`src/rtl/circle_seg_pkg.sv`:
```
// Shared segment patterns and animation mode encoding for the circle display driver.
package circle_seg_pkg;

   // {dp, g, f, e, d, c, b, a}
   localparam logic [7:0] SEG_TOP = 8'b0110_0011;
   localparam logic [7:0] SEG_BOT = 8'b0101_1100;
   localparam logic [7:0] SEG_OFF = 8'b0000_0000;

   typedef enum logic [1:0] {
      MODE_STATIC = 2'd0,
      MODE_CHASE  = 2'd1,
      MODE_BOUNCE = 2'd2,
      MODE_BLANK  = 2'd3
   } circle_mode_t;

endpackage

```
`src/rtl/tick_div.sv`:
```
// Synchronous prescaler: counts 0..DIV-1 while enabled, tick is the combinational wrap event.
module tick_div #(
   parameter int DIV = 2
) (
   input  logic clk,
   input  logic rst,
   input  logic en,
   input  logic clr,
   output logic tick
);

   localparam int CW = (DIV > 1) ? $clog2(DIV) : 1;
   localparam logic [CW-1:0] LAST = CW'(DIV - 1);

   logic [CW-1:0] cnt;

   assign tick = en && (cnt == LAST);

   always_ff @(posedge clk) begin
      if (rst || clr) begin
         cnt <= '0;
      end else if (tick) begin
         cnt <= '0;
      end else if (en) begin
         cnt <= cnt + 1'b1;
      end
   end

endmodule

```
`src/rtl/circle_chase_seg.sv`:
```
// Animates a top/bottom circle across N_DIGITS multiplexed 7-segment digits with
// static, chase and bounce modes; one-hot digit scan and registered outputs.
module circle_chase_seg #(
   parameter int N_DIGITS = 4,
   parameter int SCAN_DIV = 50000,
   parameter int STEP_DIV = 12500000
) (
   input  logic                clk,
   input  logic                rst,
   input  logic                en,
   input  logic [1:0]          mode,
   input  logic                row,
   input  logic                dir,
   output logic [7:0]          seg_display,
   output logic [N_DIGITS-1:0] digit_sel,
   output logic                step_tick
);
   import circle_seg_pkg::*;

   localparam int NP = 2 * N_DIGITS;
   localparam int PW = $clog2(NP);
   localparam int SW = (N_DIGITS > 1) ? $clog2(N_DIGITS) : 1;
   localparam logic [PW-1:0] P_LAST = PW'(NP - 1);
   localparam logic [PW-1:0] P_N    = PW'(N_DIGITS);
   localparam logic [SW-1:0] S_LAST = SW'(N_DIGITS - 1);

   circle_mode_t  mode_e;
   logic [1:0]    mode_q;
   logic          mode_chg;
   logic          step_raw;
   logic          step_ev;
   logic          scan_tick;
   logic [PW-1:0] p;
   logic [PW-1:0] p_nxt;
   logic          bdir;
   logic          bdir_nxt;
   logic [SW-1:0] s;
   logic          lit_top;
   logic [SW-1:0] lit_digit;
   logic [7:0]    pat;

   assign mode_e   = circle_mode_t'(mode);
   assign mode_chg = (mode != mode_q);
   // A mode-change clear wins over a coincident step event.
   assign step_ev  = step_raw && !mode_chg;

   tick_div #(.DIV(SCAN_DIV)) u_scan_div (
      .clk  (clk),
      .rst  (rst),
      .en   (1'b1),
      .clr  (1'b0),
      .tick (scan_tick)
   );

   tick_div #(.DIV(STEP_DIV)) u_step_div (
      .clk  (clk),
      .rst  (rst),
      .en   (en),
      .clr  (mode_chg),
      .tick (step_raw)
   );

   // mode_q only tracks the input so no change is seen straight out of reset.
   always_ff @(posedge clk) begin
      mode_q <= mode;
   end

   always_comb begin
      p_nxt    = p;
      bdir_nxt = bdir;
      if (mode_chg) begin
         p_nxt    = '0;
         bdir_nxt = 1'b0;
      end else if (step_ev) begin
         case (mode_e)
            MODE_CHASE: begin
               if (dir) p_nxt = (p == '0) ? P_LAST : p - 1'b1;
               else     p_nxt = (p == P_LAST) ? '0 : p + 1'b1;
            end
            MODE_BOUNCE: begin
               if (!bdir) begin
                  if (p == P_LAST) begin
                     bdir_nxt = 1'b1;
                     p_nxt    = P_LAST - 1'b1;
                  end else begin
                     p_nxt = p + 1'b1;
                  end
               end else begin
                  if (p == '0) begin
                     bdir_nxt = 1'b0;
                     p_nxt    = PW'(1);
                  end else begin
                     p_nxt = p - 1'b1;
                  end
               end
            end
            default: ;
         endcase
      end
   end

   always_comb begin
      lit_top   = (p < P_N);
      lit_digit = lit_top ? SW'(p) : SW'(P_LAST - p);
      case (mode_e)
         MODE_STATIC: pat = row ? SEG_TOP : SEG_BOT;
         MODE_CHASE,
         MODE_BOUNCE: pat = (s == lit_digit) ? (lit_top ? SEG_TOP : SEG_BOT) : SEG_OFF;
         default:     pat = SEG_OFF;
      endcase
   end

   always_ff @(posedge clk) begin
      if (rst) begin
         p           <= '0;
         bdir        <= 1'b0;
         s           <= '0;
         step_tick   <= 1'b0;
         seg_display <= SEG_OFF;
         digit_sel   <= '0;
      end else begin
         p         <= p_nxt;
         bdir      <= bdir_nxt;
         step_tick <= step_ev;
         if (scan_tick) begin
            s <= (s == S_LAST) ? '0 : s + 1'b1;
         end
         if (en) begin
            seg_display <= pat;
            digit_sel   <= N_DIGITS'(1) << s;
         end else begin
            seg_display <= SEG_OFF;
            digit_sel   <= '0;
         end
      end
   end

endmodule
```
`config.mk`:
```
export PLATFORM = sky130hd
export DESIGN_NAME = circle_chase_seg
export DESIGN_NICKNAME = d
export VERILOG_FILES = /design/src/rtl/circle_seg_pkg.sv /design/src/rtl/tick_div.sv /design/src/rtl/circle_chase_seg.sv
export SDC_FILE = /design/constraint.sdc
export NUM_CORES = 1
export LEC_CHECK = 0
export BUFFER_PORTS_ARGS = -buffer_cell sky130_fd_sc_hd__buf_4
export CAP_MARGIN = 20
export CORE_MARGIN = 5
export CORE_UTILIZATION = 59
export DETAILED_ROUTE_END_ITERATION = 12
export GPL_TIMING_DRIVEN = 0
export PLACE_DENSITY = 0.86
export SETUP_SLACK_MARGIN = 0.3
export SLEW_MARGIN = 20
export SYNTH_ARGS = -nofsm -noshare
export SYNTH_HDL_FRONTEND = slang
export SYNTH_SLANG_ARGS = --single-unit
export TNS_END_PERCENT = 30
```
`constraint.sdc`:
```
create_clock -name clk -period 2.71 [get_ports clk]
set_input_delay 0.542 -clock clk [delete_from_list [all_inputs] [get_ports clk]]
set_output_delay 0.542 -clock clk [all_outputs]
set_load 0.02 [all_outputs]
```
## After elaboration in Yosys (flattened, before gate mapping)

Index checks and enable logic that the tools add are counted.
Widths: inputs -> output; s select.

- Register bits after elaboration: 61
- Input bits: 7
- Output and inout bits: 13
- Logic and storage cells: 56

- Add/subtract/negate cells: 6
- $lt $le $gt $ge: 1
- Equality and inequality tests: 8
- Shift-type cells: 1
- Multiplexer cells: 16
- Bitwise operators: 1
- Reduce and logical (&&, ||, !) cells: 14

Operators with widths:

| kind | number |
|---|---|
| $add 24x1->24 const B | 1 |
| $eq 24x24->1 const B | 1 |
| $mux 3 | 6 |
| $add 16x1->16 const B | 1 |
| $eq 16x16->1 const B | 1 |
| $pmux 7 s2 | 1 |
| $mux 6 | 2 |
| $reduce_or 2->1 | 5 |
| $mux 7 | 1 |
| $pmux 3 s2 | 1 |
| $eq 2x2->1 const B | 2 |
| $mux 2 | 2 |
| $reduce_and 2->1 | 2 |
| $shl 1x2->4 const A | 1 |
| $add 3x1->3 const B | 1 |
| $eq 3x3->1 const B | 1 |
| $logic_not 3->1 | 1 |
| $lt 3x3->1 const B | 1 |
| $mux 1 | 3 |
| $sub 3x1->3 const B | 1 |
| $add 2x1->2 const B | 1 |
| $eq 2x1->1 const B | 1 |
| $eq 2x2->1 | 1 |
| $logic_and 1x1->1 | 2 |
| 7 further kinds | 7 |

## Depth between registers and ports, before layout

Gate-level depths: netlist of the first run.

- Word-level depth: 5
- Gate-level depth with buffers: 7
- Mapped depth without buffers: 7

## Cells and area by module

Synthesis of the first run repeated with hierarchy kept, for this count alone.

- Cell total of the unflattened synthesis: 315
- Area total of the unflattened synthesis: 2822.7 µm²

By module, submodules not included:

| module | times used | cells an instance | area an instance (µm²) | sequential area each (µm²) |
|---|---|---|---|---|
| tick_div at u_step_div | 1 | 131 | 1164.9 | 480.5 |
| circle_chase_seg | 1 | 100 | 917.1 | 320.3 |
| tick_div at u_scan_div | 1 | 84 | 740.7 | 320.3 |

## Worst setup path after synthesis of the first run

No wires, ideal clock.

- Path type: input to register
- Start point: in en
- End point: reg u_step_div.cnt[17]
- Library setup time: 0.070 ns
- Arrival time: 1.949 ns
- Required time: 2.640 ns
- Slack: 0.691 ns
- Stages: 5
- Buffers on the path: 1
- Cells stage by stage: buf_2 nand4_1 or3_1 or4_1 a21oi_1

- Word-level cells in the longest chain between the ends: 2

Ends and longest elaborated chain:

| element | RTL line | text |
|---|---|---|
| start: declaration | circle_chase_seg.sv:10 | `input logic en,` |
| $logic_and 1x1->1 | tick_div.sv:17 | `assign tick = en && (cnt == LAST);` |
| $reduce_or 2->1 (no source line) | -- |  |
| end signal: assignment | tick_div.sv:25 | `cnt <= cnt + 1'b1;` |
| end: declaration | tick_div.sv:15 | `logic [CW-1:0] cnt;` |

Parallel ways exist; a longest one is shown, timed or not.
A chain may end at the register's enable or synchronous reset.

## Final worst setup path of the first run

- Start point: reg u_step_div.cnt[6]
- End point: reg u_step_div.cnt[7]

- Word-level cells in the longest chain between the ends: 3
- Elaborated cells on any way between the ends: 4
- Classes of those cells: add/sub: 1; eq/ne: 1; reduce/logical: 2

Ends and longest elaborated chain:

| element |
|---|
| branches (longest 3 deep; another with $add 24x1->24) |

Several ways; the timed one is not identified.

==> summary.md, run 1 <==
| Metric | Value |
|---|---|
| Setup TNS | `0 ns` |
| Hold-fix buffers, CTS | `0` |
| DRC viols | `0` |
| Crit path time final | `2.13 ns` |
| Status | `complete, no violations` |
| Initial DRC count | `roughly 160` |
| Layout cells sized above 1 | `0.114` |
| TritonCTS buffer count | `5` |
| Synth Area in Compound Gates | `0.0989` |
| Clock slew at reported path FFs | `0.11 ns` |
| Distinct cells, synth | `48` |
| Longest Clk Path Bufs | `2` |
| Tot GR Track Use | `0.183` |
| RSZ-0062 raised after global routing | `false` |
| HP Class | `in2reg` |
| Setup CP Type | `reg2reg` |
| Final Max Tran Viols | `0` |
| Number of max-cap violations | `0` |
| Wirelength per Cell | `13.4 um` |
| IR drop worst, VDD | `around 0.38 mV` |
| Simple-Gate Fraction of Synth Area | `0.288` |
| Ys Warns | `0` |
| CTS tree | `built` |
| PwrDens | `455 nW/um^2` |
| Final Hold Vio Count | `0` |
| PostCTS Resize Cnt | `0` |
| FFs w/ async S/R, synth | `0` |
| Die W | `~80 um` |
| Leak | `around 0.0011 uW` |
| CP max FO | `10` |
| Final cell count without fillers | `397` |
| Area post-placement | `around 3000 um^2` |
| Worst Clk Skew | `0.0102 ns` |
| Adder-cell share of the synthesized area | `0.0497` |
| Diodes inserted | `0` |
| I/O Buffers | `17` |
| Layout Nets | `360` |
| DP HPWL | `3870 um` |
| Clock tree root driver cell | `clkbuf_8` |
| Final wirelength | `5320 um` |
| Starting Density | `0.599` |
| Cells after DPL | `389` |
| Most area-consuming cells after synthesis | `dfxtp_1 40%, xnor2_1 5.1%, ha_1 5.0%, nor2_1 4.5%, xor2_1 4.1%` |
| Area share of the largest cell type after synthesis | `0.405` |
| GR Overflow Total | `0` |
| Cell area after synthesis | `2770 um^2` |
| Worst setup EP type | `flop` |
| Largest net degree at the start of global routing | `20` |
| Fillers | `372` |
| Sink Count | `56` |
| Largest family of logic cells by synthesized area | `simple AND/OR/NAND/NOR gates` |
| Vias per cell | `5.86` |
| Startpoint Class | `flop` |
| Final period util | `0.785` |
| Global placement routability congestion | `0.824` |
| Critical path arrival | `2.33 ns` |
| First-pass GRT wire length | `9160 um` |
| Clk_lat worst skew | `0.32 ns` |
| Syn nets | `336` |
| Slew @ Worst Pin | `between 0.9 and 1 ns` |
| Mapped Cells | `318` |
| # IOs | `20` |
| Pwr Total | `1390 uW` |
| Initial antenna violation count | `0` |
| Number of flops mapped to enable cells by yosys | `0` |
| H-tree levels | `2` |
| Syn_area_per_cell | `8.72 um^2` |
| Final instance area | `3060 um^2` |
| Die area | `around 6200 um^2` |
| Critical Path RT | `2.91 ns` |
| P&R area growth vs syn | `10.5%` |
| Yosys top cell by area | `dfxtp_1` |
| Die H | `between 70 and 80 um` |
| Vias in the first global route | `about 2,200` |
| First-pass iteration count of the detailed router | `6` |
| Area of the core | `~4600 um^2` |
| Most used DFF post-synth | `dfxtp_1` |
| Final ANT Viol Nets | `0` |
| Rel. slew slack | `0.353` |
| FP Rows | `25` |
| #FFs+latches synth | `56` |
| DR vias | `2,325` |
| Sequential fraction of the synthesis area | `0.405` |
| XOR/XNOR share of the synthesized area | `0.0916` |
| Mux cell area share after synthesis | `0.0144` |
| Final setup viols | `0` |
| F_max | `470 MHz` |
| Setup repair bufs after CTS | `0` |
-- Yosys cell counts, types with 2 or more instances --
| cell | n |
|---|---|
| or4bb_1 | 2 |
| mux2i_1 | 4 |
| o31ai_1 | 5 |
| nand4b_1 | 2 |
| nand3b_1 | 2 |
| nor3b_1 | 2 |
| or2_2 | 2 |
| xor2_1 | 13 |
| or3_1 | 7 |
| a21oi_1 | 19 |
| inv_1 | 17 |
| or4_1 | 7 |
| nand3_1 | 14 |
| nand4_1 | 16 |
| buf_4 | 6 |
| nor4_1 | 7 |
| o21ai_0 | 5 |
| nand2_1 | 15 |
| a211oi_1 | 2 |
| or3b_2 | 2 |
| dfxtp_1 | 56 |
| nand2b_1 | 3 |
| and2_1 | 3 |
| a21o_1 | 2 |
| nor3_1 | 9 |
| xnor2_1 | 16 |
| nor2_1 | 33 |
| and3_1 | 5 |
| nor2b_1 | 4 |
| ha_1 | 11 |
| clkbuf_1 | 5 |
| and4_1 | 5 |
| o41ai_1 | 2 |
-- placed cells by master (no fill, tap or decap), types with 9 or more instances in the layout --
master and count:
dfxtp_1 56, nor2_1 33, buf_4 23, a21oi_1 19, inv_1 17, nand4_1 16, xnor2_1 16, nand2_1 15
nand3_1 14, xor2_1 13, ha_1 11, nor3_1 9
-- state kept, by name, indices dropped and copies added (netlist names) --
register	flops
mode_q	2
s	2
u_step_div.cnt	24
seg_display	3
digit_sel	4
step_tick	1
bdir	1
p	3
u_scan_div.cnt	16
-- layout make-up --
type | count | area (um^2) | share of cell area
Buffer | 14 | 77.6 | 0.0253
Inverter | 17 | 63.8 | 0.0208
Clock buffer | 5 | 68.8 | 0.0225
Timing Repair Buffer | 17 | 128 | 0.0417
Sequential cell | 56 | 1120 | 0.366
Tap cell | 54 | 67.6 | 0.0221
Multi-Input combinational cell | 231 | 1510 | 0.493
Clock inverter | 3 | 27.5 | 0.00899
-- worst max-delay path, stage by stage, from the launching register on --
cell,delay (ns)
dfxtp_1,0.38
nor4_1,0.43
nand4_1,0.23
o21bai_1,0.44
clkbuf_1,0.43
nor2_1,0.11
-- worst paths after layout --
path | slack (ns) | cells after the start | start | to
hold / removal | 0.35 | 1 | mode[0] | mode_q[0]
setup / recovery | 0.58 | 5 | u_step_div.cnt[6] | u_step_div.cnt[7]
setup reg to reg | 0.58 | 5 | u_step_div.cnt[6] | u_step_div.cnt[7]
hold reg to reg | 0.48 | 1 | u_scan_div.cnt[0] | u_scan_div.cnt[0]
-- logic make-up (layout without fill, tap and decap cells) --
| group | Yosys count | in the layout |
|---|---|---|
| and+or+nand+nor | 143 | 143 |
| other | 1 | 1 |
| adders and majority gates | 11 | 11 |
| muxes | 4 | 4 |
| AOI/OAI and AO/OA | 43 | 43 |
| DFF | 56 | 56 |
| xor gates and xnor gates | 29 | 29 |
| buffers and inverters | 31 | 56 |
-- per-stage QoR --
step / setup slack [ns] / hold slack, ns / utilization
after CTS: 0.610 / 0.343 / 0.662
after global placement: 0.404 / 0.440 / 0.641
after floorplan: 0.691 / 0.426 / -
after detailed placement: 0.383 / 0.466 / 0.641
after global routing: 0.361 / 0.336 / 0.662
final: 0.582 / 0.352 / 0.662
-- power by group --
part	leakage, uW	internal [uW]	switching, uW
Sequential	0.000453	831	6.52
Combinational	0.000571	33.0	44.2
Clock	0.0000463	190	288
Total	0.00107	1050	339
-- metal layers --
metal  vias up  global-route usage  wire length (um)  share of wire
met5         -                   0                 0              0
met4         0              0.0682                70          0.013
met3         7              0.0436               276          0.052
met2        59               0.322              2550           0.48
met1      1078               0.213              2420           0.46
li1       1181                   -                 -              -
(Power assumes the default switching activity.)
==> run 2, diff against run 1 <==
Clock period 2.71 ns to 2.2 ns, I/O delays scaled along.
==> run 2 against run 1 <==
Against the previous run: clock power increased by 68%; critical path depth increased by 1; fmax increased by 8.3%; global-route usage increased by 0.67 points; sequential power increased by 23%; first-iteration DRC count decreased by 19%; via count increased by 3.7%; die area unchanged; critical endpoint is now u_scan_div.cnt[6]; largest power group unchanged.
==> summary.md, run 2 (synthesis gave the netlist of run 1 again) <==
| Metric | Value |
|---|---|
| Final Hold Vio Count | `0 (unchanged)` |
| Global placement routability congestion | `0.850 (was 0.824)` |
| GR Overflow Total | `0 (unchanged)` |
| Worst setup EP type | `flop (unchanged)` |
| Initial DRC count | `133 (was 164)` |
| Worst Clk Skew | `0.0129 ns (was 0.0102 ns)` |
| DRC viols | `0 (unchanged)` |
| Hold Worst Slack | `0.257 ns (was 0.352 ns)` |
| Most flops, register | `u_step_div.cnt (unchanged)` |
| Hold_sp | `mode[0] (unchanged)` |
| Vias per cell | `5.98 (was 5.86)` |
| RSZ-0062 raised after global routing | `true (was false)` |
| Die area | `6170 um^2 (unchanged)` |
| CP peak stage delay | `0.57 ns (was 0.44 ns)` |
| Crit path max-delay cell type | `or4_4 (was o21bai_1)` |
| First-pass GRT wire length | `9610 um (was 9160 um)` |
| Fillers | `329 (was 372)` |
| Number of max-cap violations | `0 (unchanged)` |
| Final ANT Viol Nets | `0 (unchanged)` |
| HP Class | `in2reg (unchanged)` |
| Final period util | `0.893 (was 0.785)` |
| CTS tree | `built (unchanged)` |
| Startpoint Class | `flop (unchanged)` |
| Most frequent cells in the layout | `52 x dfxtp_1, 27 x buf_4, 25 x nor2_1 (was 56 x dfxtp_1, 33 x nor2_1, 23 x buf_4)` |
| F_max | `509 MHz (was 470 MHz)` |
| IR drop worst, VDD | `0.479 mV (was 0.380 mV)` |
| Top cell family by delay on the critical path | `simple AND/OR/NAND/NOR gates (unchanged)` |
| DP HPWL | `3900 um (was 3870 um)` |
| Worst path cell trace | `or4bb_1 -> or4_4 -> nand2b_4 -> buf_8 -> clkbuf_16 -> nor2_2 (was nor4_1 -> nand4_1 -> o21bai_1 -> clkbuf_1 -> nor2_1)` |
| I/O Buffers | `17 (unchanged)` |
| Max FFs per register | `24 (unchanged)` |
| Worst Path Buf+Inv | `2 (was 1)` |
| Critical Path RT | `2.41 ns (was 2.91 ns)` |
| Clock tree root driver cell | `clkbuf_8 (unchanged)` |
| Tot GR Track Use | `0.189 (was 0.183)` |
| CP max FO | `7 (was 10)` |
| Slew @ Worst Pin | `0.563 ns (was 0.962 ns)` |
| Diodes inserted | `0 (unchanged)` |
| Clock slew at reported path FFs | `0.11 ns (about the same)` |
| First-pass iteration count of the detailed router | `4 (was 6)` |
| Final Max Tran Viols | `0 (unchanged)` |
| Final setup viols | `0 (unchanged)` |
| Area of the core | `4630 um^2 (unchanged)` |
| Layout Nets | `366 (was 360)` |
| P&R area growth vs syn | `17.8% (was 10.5%)` |
| Longest Clk Path Bufs | `2 (unchanged)` |
| Rel. slew slack | `0.621 (was 0.353)` |
| Reg2Reg Depth | `6 (was 5)` |
| Crit path time final | `1.97 ns (was 2.13 ns)` |
| Clk_lat worst skew | `0.32 ns (about the same)` |
| Final wirelength | `5790 um (was 5320 um)` |
| Hold Path Sink | `mode_q[0] (unchanged)` |
| Die H | `78.5 um (unchanged)` |
| Commonest non-fill, non-tap cell in the layout | `dfxtp_1 (unchanged)` |
| Sink Count | `56 (unchanged)` |
| Layout cells sized above 1 | `0.189 (was 0.114)` |
| Reg-to-reg slack, setup | `0.23 ns (was 0.58 ns)` |
| # IOs | `20 (unchanged)` |
| Vias in the first global route | `2,252 (was 2,163)` |
| H-tree levels | `2 (unchanged)` |
| Worst reg2reg endpoint | `u_scan_div.cnt[6] (was u_step_div.cnt[7])` |
| TritonCTS buffer count | `5 (unchanged)` |
| Largest registers | `u_step_div.cnt x24, u_scan_div.cnt x16, digit_sel x4 (unchanged)` |
| Wirelength per Cell | `14.4 um (was 13.4 um)` |
| Setup CP Type | `reg2reg (unchanged)` |
| Hold path cells | `1 (unchanged)` |
| Critical path arrival | `2.18 ns (was 2.33 ns)` |
| Leak | `0.00115 uW (was 0.00107 uW)` |
| Setup TNS | `0 ns (unchanged)` |
| DR vias | `2,410 (was 2,325)` |
| Hold-fix buffers, CTS | `0 (unchanged)` |
| Starting Density | `0.599 (unchanged)` |
| Largest net degree at the start of global routing | `19 (was 20)` |
| Initial antenna violation count | `0 (unchanged)` |
| PwrDens | `597 nW/um^2 (was 455 nW/um^2)` |
| Die W | `78.5 um (unchanged)` |
| FP Rows | `25 (unchanged)` |
| Status | `complete, no violations (unchanged)` |
| Reg-to-reg startpoint | `u_scan_div.cnt[5] (was u_step_div.cnt[6])` |
-- run 2: layout make-up --
class	instances	area, um^2	share of cell area
multi-input combinational	231	1580	0.485
sequential	56	1130	0.345
timing repair buffer	23	190	0.0582
buffer	14	97.6	0.0299
clock buffer	5	68.8	0.0211
clock inverter	3	68.8	0.0211
tap	54	67.6	0.0207
inverter	17	63.8	0.0195
-- run 2: timing repair --
item,CTS,global route
endpoints found under the setup margin,31,39
cloned,0,1
resized for setup,6,22
pin swaps,0,4
buffers inserted,0,5
-- run 2: worst max path at each step --
| stage | cells after the start | to | start | slack (ns) |
|---|---|---|---|---|
| floorplan | 6 | u_scan_div.cnt[13] | u_scan_div.cnt[5] | 0.30 |
| global placement | 6 | u_step_div.cnt[9] | en | 0.02 |
| detailed placement | 6 | u_step_div.cnt[9] | en | -0.02 |
| CTS | 6 | u_scan_div.cnt[11] | u_scan_div.cnt[13] | 0.21 |
| global route | 6 | u_scan_div.cnt[12] | u_scan_div.cnt[13] | 0.18 |
| finish | 6 | u_scan_div.cnt[6] | u_scan_div.cnt[5] | 0.23 |
-- run 2: stage by stage --
stage          std cells  cell area (um^2)  power [uW]  setup WS [ns]   util
2_1_floorplan        318              2780        1120          0.304      -
3_3_place_gp         389              2970        1150         0.0191  0.642
3_5_place_dp         389              2970        1150        -0.0204  0.642
4_1_cts              397              3130        1950          0.205  0.676
5_1_grt              403              3270        2020          0.181  0.705
6_report             403              3270        1950          0.234  0.705
-- run 2: where the power goes --
group / total (uW) / internal (uW) / switching [uW]
Combinational: 113 / 53.6 / 59.2
Sequential: 1030 / 1020 / 8.64
Clock: 803 / 458 / 345
Total: 1950 / 1540 / 413
-- run 2: routing by layer --
metal / GRT usage / share of wire / up-vias
met1: 0.227 / 0.42 / 1152
met3: 0.0413 / 0.050 / 7
met5: 0 / 0 / -
li1: - / - / 1197
met4: 0.0524 / 0.010 / 0
met2: 0.338 / 0.52 / 54
